**src/rtl/wb_spi_slave.sv**
```systemverilog
// Wishbone-attached SPI slave: mode 0, 8-bit MSB-first frames, RX FIFO, TX holding register.
// Define WB_SPI_SLAVE_IRQ_EN to add the IRQEN register and the registered intr output.
module wb_spi_slave #(
    parameter int fifo_depth = 8
) (
    input  logic        clk,
    input  logic        reset,
    input  logic [31:0] wb_adr_i,
    input  logic [31:0] wb_dat_i,
    output logic [31:0] wb_dat_o,
    input  logic        wb_stb_i,
    input  logic        wb_cyc_i,
    input  logic        wb_we_i,
    input  logic [3:0]  wb_sel_i,
    output logic        wb_ack_o,
    input  logic        spi_sck,
    input  logic        spi_cs_n,
    input  logic        spi_mosi,
    output logic        spi_miso,
    output logic        spi_miso_oe
`ifdef WB_SPI_SLAVE_IRQ_EN
    ,
    output logic        intr
`endif
);

    localparam int PW = $clog2(fifo_depth);
    localparam int CW = PW + 1;

    typedef enum logic {IDLE, SHIFT} state_t;
    state_t state_q, state_d;

    logic [1:0]    sck_sync_q, cs_sync_q, mosi_sync_q;
    logic          sck_prev_q, sck_prev_d, cs_prev_q, cs_prev_d;
    logic [2:0]    bitcnt_q, bitcnt_d;
    logic [7:0]    rx_shift_q, rx_shift_d, tx_shift_q, tx_shift_d;
    logic          skip_fall_q, skip_fall_d;
    logic [7:0]    hold_q, hold_d;
    logic          hold_full_q, hold_full_d;
    logic [PW-1:0] wr_ptr_q, wr_ptr_d, rd_ptr_q, rd_ptr_d;
    logic [CW-1:0] count_q, count_d;
    logic          overrun_q, overrun_d;
    logic          ack_q, ack_d;
    logic [31:0]   dat_o_q, dat_o_d;
    logic          oe_q, oe_d;
    logic [7:0]    fifo_mem [fifo_depth];
    logic [1:0]    irqen_q, irqen_d;
    logic          intr_q, intr_d;

    logic sck_s, cs_s, mosi_s, sck_rise, sck_fall, cs_fall, in_shift;
    logic wb_fire, wr_fire, rd_fire, fifo_full, rx_avail, pop, byte_done, push, overrun_set;
    logic [1:0] reg_sel;
    logic [7:0] rx_head, rx_byte;

    // Synchronizers are left unreset so a reset with CS held low cannot fake a CS falling edge.
    always_ff @(posedge clk) begin
        sck_sync_q  <= {sck_sync_q[0], spi_sck};
        cs_sync_q   <= {cs_sync_q[0], spi_cs_n};
        mosi_sync_q <= {mosi_sync_q[0], spi_mosi};
    end

    assign sck_s     = sck_sync_q[1];
    assign cs_s      = cs_sync_q[1];
    assign mosi_s    = mosi_sync_q[1];
    assign sck_rise  = sck_s & ~sck_prev_q;
    assign sck_fall  = ~sck_s & sck_prev_q;
    assign cs_fall   = cs_prev_q & ~cs_s;
    assign in_shift  = (state_q == SHIFT) && !cs_s;

    assign wb_fire   = wb_stb_i & wb_cyc_i & ~ack_q;
    assign wr_fire   = wb_fire & wb_we_i;
    assign rd_fire   = wb_fire & ~wb_we_i;
    assign reg_sel   = wb_adr_i[3:2];

    assign fifo_full   = (count_q == CW'(fifo_depth));
    assign rx_avail    = (count_q != '0);
    assign rx_head     = rx_avail ? fifo_mem[rd_ptr_q] : 8'h00;
    assign rx_byte     = {rx_shift_q[6:0], mosi_s};
    assign pop         = rd_fire && (reg_sel == 2'd0) && rx_avail;
    assign byte_done   = in_shift && sck_rise && (bitcnt_q == 3'd7);
    assign push        = byte_done && (!fifo_full || pop);
    assign overrun_set = byte_done && fifo_full && !pop;

    always_ff @(posedge clk) begin
        if (reset) state_q <= IDLE;
        else       state_q <= state_d;
    end

    always_comb begin
        state_d = state_q;
        if (cs_s)         state_d = IDLE;
        else if (cs_fall) state_d = SHIFT;
    end

    always_comb begin
        sck_prev_d  = sck_s;
        cs_prev_d   = cs_s;
        bitcnt_d    = bitcnt_q;
        rx_shift_d  = rx_shift_q;
        tx_shift_d  = tx_shift_q;
        skip_fall_d = skip_fall_q;
        hold_d      = hold_q;
        hold_full_d = hold_full_q;
        wr_ptr_d    = wr_ptr_q;
        rd_ptr_d    = rd_ptr_q;
        count_d     = count_q;
        overrun_d   = overrun_q;
        irqen_d     = irqen_q;
        ack_d       = wb_fire;
        dat_o_d     = 32'h0;
        oe_d        = ~cs_s;

        if (cs_fall) begin
            tx_shift_d  = hold_full_q ? hold_q : 8'h00;
            hold_full_d = 1'b0;
            bitcnt_d    = 3'd0;
            skip_fall_d = 1'b0;
        end else if (in_shift && sck_rise) begin
            rx_shift_d = rx_byte;
            bitcnt_d   = bitcnt_q + 3'd1;
            if (bitcnt_q == 3'd7) begin
                tx_shift_d  = hold_full_q ? hold_q : 8'h00;
                hold_full_d = 1'b0;
                skip_fall_d = 1'b1;
            end
        end else if (in_shift && sck_fall) begin
            // The freshly reloaded bit 7 must survive until the next rising edge.
            if (skip_fall_q) skip_fall_d = 1'b0;
            else             tx_shift_d  = {tx_shift_q[6:0], 1'b0};
        end

        if (push) wr_ptr_d = wr_ptr_q + PW'(1);
        if (pop)  rd_ptr_d = rd_ptr_q + PW'(1);
        case ({push, pop})
            2'b10:   count_d = count_q + CW'(1);
            2'b01:   count_d = count_q - CW'(1);
            default: count_d = count_q;
        endcase

        if (wr_fire && reg_sel == 2'd2 && wb_dat_i[3]) overrun_d = 1'b0;
        if (overrun_set)                               overrun_d = 1'b1;

        if (wr_fire && reg_sel == 2'd1) begin
            hold_d      = wb_dat_i[7:0];
            hold_full_d = 1'b1;
        end
`ifdef WB_SPI_SLAVE_IRQ_EN
        if (wr_fire && reg_sel == 2'd3) irqen_d = wb_dat_i[1:0];
`endif

        if (rd_fire) begin
            case (reg_sel)
                2'd0:    dat_o_d = {24'h0, rx_head};
                2'd2:    dat_o_d = {27'h0, oe_q, overrun_q, ~hold_full_q, fifo_full, rx_avail};
                2'd3:    dat_o_d = {30'h0, irqen_q};
                default: dat_o_d = 32'h0;
            endcase
        end

        intr_d = (rx_avail & irqen_q[0]) | (~hold_full_q & irqen_q[1]);
    end

    always_ff @(posedge clk) begin
        if (reset) begin
            sck_prev_q  <= 1'b0;
            cs_prev_q   <= 1'b0;
            bitcnt_q    <= 3'd0;
            rx_shift_q  <= 8'h00;
            tx_shift_q  <= 8'h00;
            skip_fall_q <= 1'b0;
            hold_q      <= 8'h00;
            hold_full_q <= 1'b0;
            wr_ptr_q    <= '0;
            rd_ptr_q    <= '0;
            count_q     <= '0;
            overrun_q   <= 1'b0;
            irqen_q     <= 2'b00;
            intr_q      <= 1'b0;
            ack_q       <= 1'b0;
            dat_o_q     <= 32'h0;
            oe_q        <= 1'b0;
        end else begin
            sck_prev_q  <= sck_prev_d;
            cs_prev_q   <= cs_prev_d;
            bitcnt_q    <= bitcnt_d;
            rx_shift_q  <= rx_shift_d;
            tx_shift_q  <= tx_shift_d;
            skip_fall_q <= skip_fall_d;
            hold_q      <= hold_d;
            hold_full_q <= hold_full_d;
            wr_ptr_q    <= wr_ptr_d;
            rd_ptr_q    <= rd_ptr_d;
            count_q     <= count_d;
            overrun_q   <= overrun_d;
            irqen_q     <= irqen_d;
            intr_q      <= intr_d;
            ack_q       <= ack_d;
            dat_o_q     <= dat_o_d;
            oe_q        <= oe_d;
        end
    end

    always_ff @(posedge clk) begin
        if (push) fifo_mem[wr_ptr_q] <= rx_byte;
    end

    assign wb_ack_o    = ack_q;
    assign wb_dat_o    = dat_o_q;
    assign spi_miso    = tx_shift_q[7];
    assign spi_miso_oe = oe_q;
`ifdef WB_SPI_SLAVE_IRQ_EN
    assign intr        = intr_q;
`endif

    logic unused_ok;
    assign unused_ok = &{1'b0, wb_sel_i, wb_adr_i[31:4], wb_adr_i[1:0], wb_dat_i[31:8], intr_q};

endmodule

```
**config.mk**
```make
export PLATFORM = sky130hd
export DESIGN_NAME = wb_spi_slave
export DESIGN_NICKNAME = d
export VERILOG_FILES = /design/src/rtl/wb_spi_slave.sv
export SDC_FILE = /design/constraint.sdc
export NUM_CORES = 1
export LEC_CHECK = 0
export CORE_AREA = 2 2 145 147
export DETAILED_ROUTE_END_ITERATION = 6
export DIE_AREA = 0 0 147 149
export PLACE_DENSITY = 0.47
export RECOVER_POWER = 50
export SLEW_MARGIN = 0
export SYNTH_ARGS = -nofsm -noshare
export SYNTH_HDL_FRONTEND = slang
export SYNTH_SLANG_ARGS = --single-unit
```
**constraint.sdc**
```tcl
create_clock -name clk -period 4.5 [get_ports clk]
set_input_delay 0.9 -clock clk [delete_from_list [all_inputs] [get_ports clk]]
set_output_delay 0.9 -clock clk [all_outputs]
set_load 0.05 [all_outputs]
```
* Word-level counts from Yosys, hierarchy flattened
Memory sizes are Yosys's and may differ from the RTL's. A register that Yosys moved wholly into a read port is not among the register bits.
Index checks and enable logic that the tools add are counted.
** Cells by class
- Add/sub/neg operators :: 5
- Equal/unequal tests :: 9
- Mux-type cells :: 22
- Bitwise gates (word level) :: 15
- Reductions and logical operators :: 31
** Operators with widths (count)
- 8-bit two-way mux :: 7
- 8-bit case mux with 2 select lines :: 1
- 1-bit logical AND :: 12
- 1-bit two-way mux :: 11
- 3-bit by 1-bit adder with 3-bit output, second input constant :: 3
- 3-bit nonzero test :: 3
- 1-bit inverter :: 8
- 4-bit case mux with 2 select lines :: 1
- 1-bit AND :: 7
- 3-bit two-way mux :: 2
- 2-bit AND reduction :: 3
- 2-bit nonzero test :: 3
- 2-bit OR reduction :: 3
- 4-bit by 1-bit adder with 4-bit output, second input constant :: 1
- 2-bit by 1-bit == test with 1-bit output, second input constant :: 2
- 2-bit == test, second input constant :: 2
- 4-bit == test, second input constant :: 1
- 4-bit nonzero test :: 1
- 4-bit by 1-bit subtractor with 4-bit output, second input constant :: 1
- 3-bit == test, second input constant :: 1
- 1-bit zero test :: 3
- 3-bit by 1-bit inequality test with 1-bit output, second input constant :: 1
- 3-bit by 2-bit inequality test with 1-bit output, second input constant :: 1
- 3-bit AND reduction :: 1
- 3 further kinds :: 3
** Word-level totals
- Register bits after elaboration :: 82
- RAM bits :: 64
- Input bits :: 76
- Output and inout port bits :: 35
- Word-level logic and storage cells :: 102
- Memories :: 1
** Memories
- fifo_mem :: depth 8, width 8, read ports 1, clocked after memory_dff 1, wr ports 1, line 46 : logic [7:0] fifo_mem [fifo_depth];

* Longest topological paths before layout
Gate-level depths: netlist (run 1).
- Depth in word-level cells :: 9
- Mapped depth :: 11
- Gate-level depth less buffers :: 10

* Worst setup path before layout (run 1)
No wires, ideal clock.
- Path type :: input port to flip-flop
- From :: in wb_adr_i[3]
- To :: mem fifo_mem[4][0], enable pin
- Arrival :: 2.731 ns
- Data required time :: 4.117 ns
- Setup slack :: 1.386 ns
- Stages :: 6
- Cell sequence :: or2_1 > or4_4 > buf_2 > a21oi_2 > nand2_1 > nor3_1
** On the way
- Longest elaborated chain between the ends :: 7
** Ends and longest elaborated chain
- start: declaration :: line 8 : input logic [31:0] wb_adr_i,
- 2-bit zero test :: line 79 : assign pop = rd_fire && (reg_sel == 2'd0) && rx_avail;
- 1-bit logical AND (2 in series) :: line 79
- 1-bit logical OR :: line 81 : assign push = byte_done && (!fifo_full || pop);
- 1-bit logical AND :: line 81
- 1-bit two-way mux :: line 204 : if (push) fifo_mem[wr_ptr_q] <= rx_byte;
- 1-bit two-way mux (not written as such) :: line 204
- end: declaration :: line 46
Every way passes these cells.

* Worst setup path in the final report (run 1)
- From :: in reset
- To :: reg dat_o_q[0] (netlist: wb_dat_o[0])
** On the way
- Longest elaborated chain between the ends :: 1
** Ends and longest elaborated chain
- start: declaration :: line 7 : input logic reset,
- 2-bit OR reduction (no source line)
- end signal: assignment :: line 198 : dat_o_q <= dat_o_d;
- end: declaration :: line 44 : logic [31:0] dat_o_q, dat_o_d;
Every way passes these cells.
A chain may end at the register's enable or synchronous reset.

==> metrics, run 1 <==
status completed; IO buf count 28; Post-synth top flop edfxtp_1; GRT Total Usage 9.91%; Net count, final 510; HP Class reg2reg; Worst-Skew Late Latency 0.42 ns; number of buffers on the longest clock path 2; die width 147 um; part of the power in registers 44.8%; crit start category input pin; CTS buffer count 17; sum of negative setup slack 0 ns; GPL Wtd Cong 0.697; fmax 319 MHz; Final Util 29.8%; first-pass GRT wire length 16,100 um; grt total ovfl 0; Slew @ Worst Pin 1.39 ns; Final ANT Viol Nets 0; Comb power frac 3.6%; WL/cell 14.4 um; Max VDD drop 0.256 mV; CP Class in2reg; Pint 2.13 mW; vias in the first global route 2,977; final count of pins violating max slew 0; pre-CTS WS 1.07 ns; Setup Skew 0.0156 ns; I/O pins 111; syn_area_per_cell 12.8 um^2; Leak 2.02 nW; Syn Std Cell Area 4990 um^2; Slew HR 7.53%; clock tree sinks 125; post-CTS setup buffers 0; Clock Tree Root clkbuf_16; Setup crit end kind register; PwrDens 439 nW/um^2; initial antenna violation count 0; cell row count 53; NetSw 0.554 mW; number of synthesized flops with an enable pin 64; Syn. warnings 0; H-tree Lvls 4; via count 3,009; Initial Util 24.3%; Core Footprint 20,600 um^2; 1st-iter DRT viols 187; Critical Path AT 3.39 ns; max cap viols 0; CP required 4.76 ns; Setup WS post-layout 1.37 ns; Final setup viols 0; final hold violations 0; 1st-pass router iterations 4; post-detail-place hpwl 6840 um; hold_buf cts 0; die height 149 um; final worst-path cycle share 69.6%; Layout area overhead 22.8%; cell count after synthesis 391; post-synth cell types 40; vias per std cell 4.20; Tmin final 3.13 ns; post-cts sizing count 0; largest net degree at the start of global routing 30; Yosys reg bits 125; sequential fraction of the synthesis area 63.0%; RSZ-0062 raised after global routing false; # diodes 0; final wirelength 10,300 um; ys async rst share 0%; layout cells sized above 1 14.3%; Die ar. 21,900 um^2; Sw Ratio 20.6%; WHS 0.323 ns; Final Power 2.69 mW; Clock transition at path regs 0.05 ns; drc violations 0; worst-path fanout max 29; fillers 2,132; CTS tree done; Clk network pwr share 51.6%
## routing by layer
metal | track usage (%) | up-vias | part of all wire [%]
li1 | - | 1451 | -
met1 | 11.8 | 1471 | 44
met2 | 16.2 | 70 | 50
met3 | 2.81 | 17 | 3.6
met4 | 5.43 | 0 | 2.6
met5 | 0 | - | 0
## power by group through the flow
stage	Sequential, mW	Combinational (mW)	Clock [mW]
floorplan	1.23	0.0847	0
global placement	1.23	0.0981	0
detailed placement	1.23	0.0986	0
CTS	1.20	0.0989	1.42
global route	1.21	0.103	1.48
finish	1.21	0.0969	1.39
## critical path, cell delays in order
cell and delay (ns):
dlygate4sd3_1 0.91, clkbuf_1 1.08, nor2_1 0.17, nand2_1 0.23
nor3_1 0.09
## synth_stat cells, drive strengths merged, types with 4 or more instances
library cell / instances / area, um^2
edfxtp: 64 / 1920
dfxtp: 61 / 1220
nor2: 44 / 165
buf: 32 / 223
nand2: 24 / 90.1
mux2i: 20 / 200
a21oi: 19 / 103
nand3: 19 / 95.1
mux4: 16 / 360
clkbuf: 13 / 48.8
nor3: 10 / 50.1
nand2b: 8 / 50.1
a311oi: 7 / 61.3
nor2b: 7 / 43.8
ha: 5 / 62.6
inv: 4 / 15.0
xnor2: 4 / 35.0
## cell families (layout without fill, tap and decap cells)
family	Yosys count	count (layout)	synth area share, %
AOI/OAI and AO/OA	39	39	5.09
xor gates and xnor gates	6	6	1.05
adders and majority gates	5	5	1.25
buffers and inverters	49	77	5.74
DFF	125	125	63.0
muxes	36	36	11.2
other	1	24	0.0752
and+or+nand+nor	130	130	12.5
## cell usage in the layout, fill, tap and decap left out, drive strengths merged, types with 3 or more instances in the layout
master / n
clkdlybuf4s50: 23
nor4: 3
nand2b: 8
bufinv: 3
dlygate4sd3: 5
or2: 3
nand3: 19
a21oi: 19
nor2b: 7
dfxtp: 61
a31oi: 3
mux4: 16
nand2: 24
edfxtp: 64
a311oi: 7
clkbuf: 24
xnor2: 4
ha: 5
o21ai: 3
nor2: 44
clkinv: 5
inv: 5
mux2i: 20
nor3: 10
conb: 24
buf: 11
or3: 3
## layout make-up
| class | instances | area (um^2) | share of cell area [%] |
|---|---|---|---|
| sequential | 125 | 3140 | 51.3 |
| multi-input combinational | 240 | 1650 | 26.8 |
| clock buffer | 22 | 474 | 7.74 |
| timing repair buffer | 41 | 370 | 6.04 |
| tap | 275 | 344 | 5.61 |
| clock inverter | 10 | 136 | 2.23 |
| inverter | 4 | 15.0 | 0.245 |
## sequential cells by signal (all words and copies together) (netlist names), named ones only
| register | flops |
|---|---|
| skip_fall_q | 1 |
| tx_shift_q | 8 |
| overrun_q | 1 |
| sck_prev_q | 1 |
| wb_dat_o | 8 |
| cs_sync_q | 2 |
| wb_ack_o | 1 |
| state_q | 1 |
| mosi_sync_q | 2 |
| hold_q | 8 |
| hold_full_q | 1 |
| rd_ptr_q | 3 |
| cs_prev_q | 1 |
| rx_shift_q | 7 |
| fifo_mem | 64 |
| count_q | 4 |
| wr_ptr_q | 3 |
| bitcnt_q | 3 |
| sck_sync_q | 2 |
| spi_miso_oe | 1 |
## metrics by stage
step           cells  area (um^2)
5_1_grt          717         6130
3_5_place_dp     685         5530
2_1_floorplan    414         5070
6_report         717         6130
3_3_place_gp     685         5530
4_1_cts          717         6140
## path summary, 6_finish.rpt
kind                     to  cells after the start            from  slack [ns]
min reg2reg  mosi_sync_q[1]                      0  mosi_sync_q[0]        0.32
max reg2reg      count_q[2]                      9      count_q[0]        1.96
min          mosi_sync_q[1]                      0  mosi_sync_q[0]        0.32
max             wb_dat_o[0]                      5           reset        1.37
No activity file was read; power rests on OpenSTA's default activity.
==> run 2: changes to the inputs <==
--- a/config.mk
+++ b/config.mk
@@ -8,7 +8,7 @@
 export CORE_AREA = 2 2 145 147
 export DETAILED_ROUTE_END_ITERATION = 6
 export DIE_AREA = 0 0 147 149
-export PLACE_DENSITY = 0.47
+export PLACE_DENSITY = 0.48
 export RECOVER_POWER = 50
 export SLEW_MARGIN = 0
 export SYNTH_ARGS = -nofsm -noshare
==> constraint.sdc (replaced) <==
create_clock -name clk -period 2.6 [get_ports clk]
set_input_delay 0.52 -clock clk [delete_from_list [all_inputs] [get_ports clk]]
set_output_delay 0.52 -clock clk [all_outputs]
set_load 0.05 [all_outputs]
==> metrics, run 2 (synthesis results as in run 1) <==
cell row count 53 (unchanged); Final ANT Viol Nets 0 (unchanged); commonest non-fill, non-tap cells in the layout 64 x edfxtp_1, 60 x dfxtp_1, 44 x nor2_1 (was 64 x edfxtp_1, 61 x dfxtp_1, 44 x nor2_1); failing checks capacitance limit, slew limit; clock tree sinks 125 (unchanged); first-pass GRT wire length 16,700 um (was 16,100 um); max cap viols 1 (was 0); Largest register FFs 64 (unchanged); CP Class in2reg (unchanged); Leak 2.11 nW (was 2.02 nW); Tmin final 2.47 ns; GPL Wtd Cong 0.740 (was 0.697); CTS tree done (unchanged); layout cells sized above 1 19.2% (was 14.3%); hold_sp sck_sync_q[0] (was mosi_sync_q[0]); HP Class reg2reg (unchanged); Clock Tree Root clkbuf_16 (unchanged); Critical Path AT 2.82 ns (was 3.39 ns); final hold violations 0 (unchanged); Clock transition at path regs 0.06 ns (was 0.05 ns); GRT Total Usage 10.3% (was 9.91%); largest net degree at the start of global routing 35 (was 30); Worst-Skew Late Latency 0.42 ns (about the same); Setup WS post-layout 0.133 ns (was 1.37 ns); fin cells 738 (was 717); I/O pins 111 (unchanged); CP required 2.95 ns (was 4.76 ns); DP Area 5700 um^2 (was 5530 um^2); number of buffers on the longest clock path 2 (unchanged); via count 3,061 (was 3,009); # diodes 0 (unchanged); 1st-pass router iterations 4 (unchanged); die height 149 um (unchanged); vias in the first global route 3,057 (was 2,977); die width 147 um (unchanged); placed cells 706 (was 685); crit path launch wb_adr_i[3] (was reset); post-route cell area 6280 um^2 (was 6130 um^2); commonest non-fill, non-tap cell in the layout edfxtp_1 (unchanged); Slew HR -0.594% (was 7.53%); Setup Skew 0.0136 ns (was 0.0156 ns); vias per std cell 4.15 (was 4.20); WL/cell 14.4 um (about the same); Die ar. 21,900 um^2 (unchanged); Setup crit end kind register (unchanged); H-tree Lvls 4 (unchanged); grt total ovfl 0 (unchanged); fmax 405 MHz; Reg with most FFs fifo_mem (unchanged); CTS buffer count 17 (unchanged); status finished with violations (was completed); worst-path fanout max 3 (was 29); Final Power 4.58 mW (was 2.69 mW); sum of negative setup slack 0 ns (unchanged); Slew @ Worst Pin 1.51 ns (was 1.39 ns); Layout area overhead 25.9% (was 22.8%); PwrDens 730 nW/um^2 (was 439 nW/um^2); final wirelength 10,600 um (was 10,300 um); IO buf count 28 (unchanged); Max VDD drop 0.438 mV (was 0.256 mV); Net count, final 531 (was 510); final worst-path cycle share 94.9%; Final setup viols 0 (unchanged); Core Footprint 20,600 um^2 (unchanged); RSZ-0062 raised after global routing false (unchanged); pre-CTS WS -0.300 ns (was 1.07 ns); initial antenna violation count 0 (unchanged); hold_buf cts 0 (unchanged); final count of pins violating max slew 35 (was 0); 1st-iter DRT viols 184 (was 187); worst r2r src count_q[2] (was count_q[0]); crit start category input pin (unchanged); drc violations 0 (unchanged); post-detail-place hpwl 7210 um (was 6840 um); Initial Util 24.3% (unchanged)
[run 2: worst paths after layout]
| check | cells past startpoint | slack, ns | to |
|---|---|---|---|
| max | 9 | 0.13 | count_q[2] |
| min | 0 | 0.33 | sck_sync_q[1] |
| max reg2reg | 9 | 0.22 | count_q[2] |
| min reg2reg | 0 | 0.33 | sck_sync_q[1] |
[run 2: repair_timing]
item,CTS,global route
buffers inserted,0,0
setup endpoints to repair,0,1
gates resized for setup,0,1
[run 2: metal layers]
layer	GRT usage (%)	share of wire, %	up-vias
met5	0	0	-
met4	4.76	1.0	0
met3	2.84	3.7	6
met2	16.7	49	74
met1	12.7	46	1492
li1	-	-	1489
[run 2: power by group]
group	switching [mW]	internal (mW)
clock	0.901	1.42
sequential	0.0123	2.07
combinational	0.128	0.0476
[run 2: area by class of cell]
type                            count  area (um^2)
Clock buffer                       17          425
Clock inverter                     15          163
Fill cell                        2093        14300
Inverter                            4         15.0
Multi-Input combinational cell    240         1660
Sequential cell                   125         3140
Tap cell                          275          344
Timing Repair Buffer               62          528
[run 2: worst max-delay path, stage by stage]
cell             delay, ns
clkdlybuf4s50_1       0.44
or2_1                 0.28
nor4_2                0.34
nand2_1               0.11
xnor2_1               0.14
ha_1                  0.20
or4_4                 0.52
a21o_1                0.18
a21oi_2               0.10
[run 2: metrics by stage]
stage	util (%)	hold WS, ns
global route	30.6	0.332
CTS	30.6	0.326
floorplan	-	0.310
global placement	27.7	0.312
finish	30.6	0.327
detailed placement	27.7	0.312
==> run 3: changes to the inputs <==
--- a/config.mk
+++ b/config.mk
@@ -8,6 +8,7 @@
 export CORE_AREA = 2 2 145 147
 export DETAILED_ROUTE_END_ITERATION = 6
 export DIE_AREA = 0 0 147 149
+export GPL_TIMING_DRIVEN = 0
 export PLACE_DENSITY = 0.48
 export RECOVER_POWER = 50
 export SLEW_MARGIN = 0
==> constraint.sdc (replaced) <==
create_clock -name clk -period 2.6 [get_ports clk]
set_input_delay 0.39 -clock clk [delete_from_list [all_inputs] [get_ports clk]]
set_output_delay 0.39 -clock clk [all_outputs]
set_load 0.05 [all_outputs]
==> metrics, run 3 (synthesis results as in run 1) <==
Worst-Skew Late Latency 0.42 ns (about the same); Final ANT Viol Nets 0 (unchanged); vias per std cell 4.18 (was 4.15); hold_buf cts 0 (unchanged); die width 147 um (unchanged); fillers 2,057 (was 2,093); Setup crit end kind register (unchanged); sum of negative setup slack 0 ns (unchanged); status completed (was finished with violations); Layout area overhead 31.9% (was 25.9%); CP required 2.73 ns (was 2.95 ns); HP Class reg2reg (unchanged); WL/cell 14.7 um (was 14.4 um); 1st-pass router iterations 4 (unchanged); initial antenna violation count 0 (unchanged); number of buffers on the longest clock path 2 (unchanged); Initial Util 24.3% (unchanged); Setup WS post-layout 0.0843 ns (was 0.133 ns); pre-CTS WS -0.960 ns (was -0.300 ns); Slew HR 48.6% (was -0.594%); max cap viols 0 (was 1); worst r2r src bitcnt_q[0] (was count_q[2]); layout cells sized above 1 21.9% (was 19.2%); Clk network pwr share 51.9% (was 50.7%); via count 3,171 (was 3,061); CP Class in2reg (unchanged); # diodes 0 (unchanged); part of the power in registers 43.8% (was 45.5%); first-pass GRT wire length 18,000 um (was 16,700 um); Critical Path AT 2.65 ns (was 2.82 ns); vias in the first global route 3,263 (was 3,057); commonest non-fill, non-tap cells in the layout 64 x edfxtp_1, 61 x dfxtp_1, 41 x nor2_1 (was 64 x edfxtp_1, 60 x dfxtp_1, 44 x nor2_1); Largest register FFs 64 (unchanged); die height 149 um (unchanged); largest net degree at the start of global routing 17 (was 35); Leak 2.24 nW (was 2.11 nW); fin cells 758 (was 738); Clock Tree Root clkbuf_16 (unchanged); Reg with most FFs fifo_mem (unchanged); Tmin final 2.52 ns (was 2.47 ns); 1st-iter DRT viols 166 (was 184); Max VDD drop 0.443 mV (was 0.438 mV); crit path launch wb_adr_i[2] (was wb_adr_i[3]); NetSw 1.01 mW (was 1.04 mW); post-detail-place hpwl 7510 um (was 7210 um); commonest non-fill, non-tap cell in the layout edfxtp_1 (unchanged); Sw Ratio 21.2% (was 22.7%); final hold violations 0 (unchanged); Core Footprint 20,600 um^2 (unchanged); worst-path fanout max 10 (was 3); Net count, final 551 (was 531); drc violations 0 (unchanged); Setup Skew 0.00523 ns (was 0.0136 ns); I/O pins 111 (unchanged); clock tree sinks 125 (unchanged); final worst-path cycle share 96.8% (was 94.9%); CTS tree done (unchanged); H-tree Lvls 4 (unchanged); grt total ovfl 0 (unchanged); CTS buffer count 17 (unchanged); hold_sp cs_sync_q[0] (was sck_sync_q[0]); GPL Wtd Cong 0.788 (was 0.740); RSZ-0062 raised after global routing false (unchanged); Comb power frac 4.3% (was 3.8%); GRT Total Usage 10.9% (was 10.3%); DP Area 5740 um^2 (was 5700 um^2); final wirelength 11,100 um (was 10,600 um); cell row count 53 (unchanged); final count of pins violating max slew 0 (was 35); crit start category input pin (unchanged); Final Util 32.0% (was 30.6%); fmax 398 MHz (was 405 MHz); Die ar. 21,900 um^2 (unchanged); Pint 3.74 mW (was 3.54 mW); placed cells 718 (was 706); post-route cell area 6580 um^2 (was 6280 um^2); PwrDens 722 nW/um^2 (was 730 nW/um^2); Clock transition at path regs 0.06 ns (about the same); Final setup viols 0 (unchanged); Slew @ Worst Pin 0.771 ns (was 1.51 ns); IO buf count 27 (was 28)
run 3: final timing paths:
path | slack [ns] | end | cells past startpoint
hold reg to reg | 0.33 | cs_sync_q[1] | 0
hold / removal | 0.33 | cs_sync_q[1] | 0
setup reg to reg | 0.16 | count_q[2] | 10
setup / recovery | 0.08 | fifo_mem[4][2] | 8
run 3: critical path, stage by stage:
cell,delay [ns]
clkdlybuf4s50_1,0.48
or2_4,0.28
or4_4,0.51
buf_4,0.21
a21oi_4,0.21
nand2_4,0.13
nor3_4,0.24
buf_4,0.19
run 3: layout make-up:
type / instances / area, um^2 / area share (%)
Sequential cell: 125 / 3140 / 47.8
Multi-Input combinational cell: 240 / 1770 / 26.9
Clock buffer: 19 / 433 / 6.58
Timing Repair Buffer: 38 / 413 / 6.27
Tap cell: 275 / 344 / 5.23
Buffer: 44 / 270 / 4.11
Clock inverter: 13 / 190 / 2.89
Inverter: 4 / 15.0 / 0.228
run 3: through the flow:
step | hold slack, ns | total power [mW]
6_report | 0.326 | 4.75
5_1_grt | 0.339 | 4.92
4_1_cts | 0.326 | 4.81
3_5_place_dp | 0.313 | 2.33
3_3_place_gp | 0.313 | 2.33
2_1_floorplan | 0.310 | 2.28
run 3: power groups by stage:
stage	Clock, mW	Sequential (mW)	Combinational (mW)
4_1_cts	2.52	2.08	0.204
6_report	2.47	2.08	0.203
5_1_grt	2.62	2.08	0.218
3_5_place_dp	0	2.12	0.203
2_1_floorplan	0	2.13	0.147
3_3_place_gp	0	2.12	0.202
run 3: repair_timing:
item                                    4_1_cts  5_1_grt
endpoints found under the setup margin       57       17
buffers inserted                              7        2
pin swaps                                     5        2
resized for setup                            17        4
run 3: layer usage:
layer / global-route usage [%] / vias up / part of all wire [%]
met4: 4.71 / 0 / 2.1
met1: 13.1 / 1543 / 45
met2: 18.5 / 65 / 49
met3: 2.97 / 19 / 4.2
li1: - / 1544 / -
met5: 0 / - / 0
